===== src/rtl/riscv_pkg.sv =====
// Shared RISC-V core types: data width, instruction classes
// and small decode helpers used across pipeline stages.
package riscv_pkg;

  localparam int DATA_WIDTH = 32;

  typedef enum logic [3:0] {
    OP_NOP    = 4'd0,
    OP_ADD    = 4'd1,
    OP_SUB    = 4'd2,
    OP_AND    = 4'd3,
    OP_OR     = 4'd4,
    OP_XOR    = 4'd5,
    OP_SLT    = 4'd6,
    OP_BRANCH = 4'd7,
    OP_LOAD   = 4'd8,
    OP_STORE  = 4'd9
  } opcode_t;

  function automatic logic is_mem(opcode_t op);
    return (op == OP_LOAD) || (op == OP_STORE);
  endfunction

endpackage


===== src/rtl/memory_access_stage.sv =====
// MEM stage: issues word loads/stores to data memory and
// hands results to writeback over a valid/ready handshake.
module memory_access_stage
  import riscv_pkg::*;
#(
  parameter int DATA_WIDTH = riscv_pkg::DATA_WIDTH
) (
  input  logic                  clk,
  input  logic                  rst_n,
  input  logic                  ex_valid,
  output logic                  ex_ready,
  input  logic [DATA_WIDTH-1:0] ex_alu_result,
  input  logic [DATA_WIDTH-1:0] ex_rs2_data,
  input  logic                  ex_zero,
  input  opcode_t               ex_opcode,
  output logic                  dmem_req,
  output logic                  dmem_we,
  output logic [DATA_WIDTH-1:0] dmem_addr,
  output logic [DATA_WIDTH-1:0] dmem_wdata,
  input  logic                  dmem_ack,
  input  logic [DATA_WIDTH-1:0] dmem_rdata,
  output logic                  wb_valid,
  input  logic                  wb_ready,
  output logic [DATA_WIDTH-1:0] wb_result,
  output opcode_t               wb_opcode,
  output logic                  wb_zero,
  output logic                  wb_misalign
);

  typedef enum logic [1:0] {
    IDLE,
    ACCESS,
    HOLD
  } state_t;

  state_t state;

  logic ex_mem;
  logic ex_aligned;

  assign ex_mem     = is_mem(ex_opcode);
  assign ex_aligned = (ex_alu_result[1:0] == 2'b00);

  always_ff @(posedge clk) begin
    if (!rst_n) begin
      state       <= IDLE;
      ex_ready    <= 1'b1;
      dmem_req    <= 1'b0;
      dmem_we     <= 1'b0;
      dmem_addr   <= '0;
      dmem_wdata  <= '0;
      wb_valid    <= 1'b0;
      wb_result   <= '0;
      wb_opcode   <= OP_NOP;
      wb_zero     <= 1'b0;
      wb_misalign <= 1'b0;
    end else begin
      unique case (state)
        IDLE: begin
          if (ex_valid) begin
            ex_ready    <= 1'b0;
            dmem_addr   <= ex_alu_result;
            dmem_wdata  <= ex_rs2_data;
            dmem_we     <= (ex_opcode == OP_STORE);
            wb_result   <= ex_alu_result;
            wb_opcode   <= ex_opcode;
            wb_zero     <= ex_zero;
            unique case (1'b1)
              ex_mem && ex_aligned: begin
                state       <= ACCESS;
                dmem_req    <= 1'b1;
                wb_misalign <= 1'b0;
              end
              default: begin
                // misaligned memory ops never reach the bus
                state       <= HOLD;
                wb_valid    <= 1'b1;
                wb_misalign <= ex_mem;
              end
            endcase
          end
        end
        ACCESS: begin
          if (dmem_ack) begin
            state    <= HOLD;
            dmem_req <= 1'b0;
            wb_valid <= 1'b1;
            if (!dmem_we) begin
              wb_result <= dmem_rdata;
            end
          end
        end
        HOLD: begin
          if (wb_ready) begin
            state    <= IDLE;
            wb_valid <= 1'b0;
            ex_ready <= 1'b1;
          end
        end
        default: begin
          state    <= IDLE;
          ex_ready <= 1'b1;
          dmem_req <= 1'b0;
          wb_valid <= 1'b0;
        end
      endcase
    end
  end

endmodule


===== config.mk =====
export PLATFORM = sky130hd
export DESIGN_NAME = memory_access_stage
export DESIGN_NICKNAME = d
export VERILOG_FILES = /design/src/rtl/riscv_pkg.sv /design/src/rtl/memory_access_stage.sv
export SDC_FILE = /design/constraint.sdc
export NUM_CORES = 1
export LEC_CHECK = 0
export BUFFER_PORTS_ARGS = -buffer_cell sky130_fd_sc_hd__buf_2
export CAP_MARGIN = 20
export CORE_AREA = 2 2 106 108
export DETAILED_ROUTE_END_ITERATION = 8
export DIE_AREA = 0 0 108 110
export GPL_TIMING_DRIVEN = 0
export PLACE_DENSITY_LB_ADDON = 0.08
export SYNTH_ARGS = -nofsm -noshare
export SYNTH_HDL_FRONTEND = slang
export SYNTH_SLANG_ARGS = --single-unit
export TNS_END_PERCENT = 100

===== constraint.sdc =====
create_clock -name clk -period 1.25 [get_ports clk]
set_input_delay 0.0625 -clock clk [delete_from_list [all_inputs] [get_ports clk]]
set_output_delay 0.0625 -clock clk [all_outputs]
set_load 0.005 [all_outputs]

==> run metrics <==
Die Width 108 um; grt total ovfl 0; Clk network pwr share 0.267; leakage 3.78 nW; Hold Path Class primary input to flop; Initial Util 0.413; period utilisation layout 1.17; Max Clock Skew 0.0108 ns; Ports 212; status finished, violations left; GP Congestion 0.767; root buf cell clkbuf_8; # setup viols final 102; Syn Std Cell Area 4420 um2; Finished Core Util 0.714; CTS tree done; CP top delay family simple AND/OR/NAND/NOR gates; die area 11,900 um2; setup ws final -0.216 ns; Synth Area per Inst 9.09 um2; Total Routing Usage GR 0.231; commonest cells after routing, fill and taps aside buf_2, dfxtp_1, dlygate4sd3_1; main area contributors after synthesis dfxtp_1, nand2_1, a21boi_0; Mapped Cells 486; Ys Warns 0; Achievable Freq 682 MHz; measured slew at the worst slew-check pin 0.720 ns; WP data arrival 1.74 ns; num rows 38; biggest area consumer among synthesized cells dfxtp_1; Final Max Slew Viols 0; CP endpoint kind flop; pin count of the biggest net entering global routing 16; Longest Clk Path Bufs 2; Critical Path RT 1.52 ns; clk sink count 108; Internal 5.68 mW; worst reg2reg startpoint state[1]; Setup CP Type flop to flop; first-pass GRT wire length 21,400 um; Final nets 907; DRC 0; H-tree Lvls 3; slew margin rel. 0.519; final std cells w/o fill 946; register bit total from synthesis 108; Final TNS setup -15.23 ns; area grow syn2layout 73.0%; Comb pwr share 0.240; Seq pwr share 0.494; reg2reg setup slack -0.22 ns; Crit Path Max Fanout 8; core area 10,700 um2; violated checks negative setup slack; Period minus WS final 1.47 ns; diode count 0; commonest non-fill, non-tap cell in the layout buf_2; Inserted Clock Buffers 9; Mapped Nets 592; Fin. Hold Viols 0; crit-path cells and4bb_4, or2_4, buf_12, buf_8, o211a_1; Crit path largest cell delay 0.42 ns; CP Buf/Inv Count 2; clock-pin transition on the worst setup and hold timing paths 0.10 ns; crit path launch state[1]; switching share of power 0.273; initial antenna violation count 1; 1st-iter DRT viols 172; max-cap viol count 0; Clock Latency Late Sink 0.37 ns; FILL cells 835; Hold Worst Slack 0.0401 ns; post-route antenna net violation count 0; DP HPWL 9550 um; Pwr per Cell Area 1020 nW/um2; number of global-route vias before repair 4,505; P_sw 2.14 mW; first-pass iteration count of the detailed router 4; via count 4,675; drt total wl 15,200 um; DR WL/cell 16.1 um; chip height 110 um; count of cell types in the netlist 23; top cell type's share of synthesized area 0.490; IO buf count 211; placed cell count 837; sequential share of the synthesized area 0.490; min-delay src dmem_rdata[16]; slowest stage cell, crit path dfxtp_4; layout cells sized above 1 0.478; unrepaired setup endpoints after global routing true; drt via density 4.94; Max VDD drop 0.648 mV; Setup crit start kind flop
per-stage QoR:
step / worst slack [ns] / instance area (um2) / power [mW]
floorplan: -0.151 / 4440 / 4.46
global placement: -0.349 / 5670 / 5.02
detailed placement: -0.381 / 5670 / 5.05
CTS: -0.257 / 6810 / 7.34
global route: -0.246 / 7640 / 8.18
finish: -0.216 / 7640 / 7.82
routing by layer:
layer,share of wire,global-route usage
met5,0.00085,0
met4,0.017,0.0733
met3,0.060,0.0617
met2,0.51,0.422
met1,0.41,0.264
cell type report:
class / instances / area (um2) / share of cell area
plain buffers: 40 / 384 / 0.0503
clock buffers: 14 / 143 / 0.0187
clock inverters: 2 / 35.0 / 0.00458
multi-input cells: 335 / 2510 / 0.328
flip-flops and latches: 108 / 2170 / 0.284
well taps: 140 / 175 / 0.0229
repair buffers: 307 / 2230 / 0.291
cell usage after synthesis, drive strengths merged:
library cell,instances
or3b,1
a21oi,2
nand2,142
dfxtp,108
nand3b,1
buf,24
nor3b,2
nor2,2
clkbuf,19
a31o,2
or2,1
nor3,2
nand2b,3
and4bb,1
o21ai,39
a221oi,1
mux2i,32
o211a,32
nand3,3
a21boi,69
worst reg2reg max path, cell delays in order (launching register included):
cell      delay, ns
dfxtp_4        0.42
and4bb_4       0.22
or2_4          0.23
buf_12         0.15
buf_8          0.13
o211a_1        0.21
power groups by stage:
stage | clock (mW) | combinational, mW | sequential (mW)
after global routing | 2.27 | 2.03 | 3.89
after CTS | 2.10 | 1.43 | 3.81
after floorplan | 0 | 0.549 | 3.91
after global placement | 0 | 1.14 | 3.88
after detailed placement | 0 | 1.16 | 3.89
final | 2.09 | 1.87 | 3.86
sequential cells by signal (all words and copies together), names as in the netlist:
| name | flops |
|---|---|
| dmem_req | 1 |
| ex_ready | 1 |
| wb_opcode | 4 |
| wb_misalign | 1 |
| wb_result | 32 |
| wb_valid | 1 |
| dmem_we | 1 |
| state | 2 |
| wb_zero | 1 |
| dmem_addr | 32 |
| dmem_wdata | 32 |
cell families after synthesis:
group                  count (synthesis)  share of synthesized area
and+or+nand+nor                      158                      0.145
DFF                                  108                      0.490
muxes                                 32                     0.0725
AOI/OAI and AO/OA                    145                      0.242
buffers and inverters                 43                     0.0510
path summary, 6_finish.rpt:
check | end | cells after the start
hold / removal | wb_result[16] | 4
setup / recovery | wb_result[29] | 5
hold reg to reg | dmem_addr[14] | 2
setup reg to reg | wb_result[29] | 5
timing repair:
action / CTS / global route
endpoints found under the setup margin: 108 / 106
gates cloned: 5 / 11
gates resized for setup: 38 / 241
buffers inserted: 7 / 1
hold buffers: 72 / 0
pin swaps: 7 / 133
hold endpoints to repair: 72 / 0
Note: power is estimated with default switching activity, not from simulation.
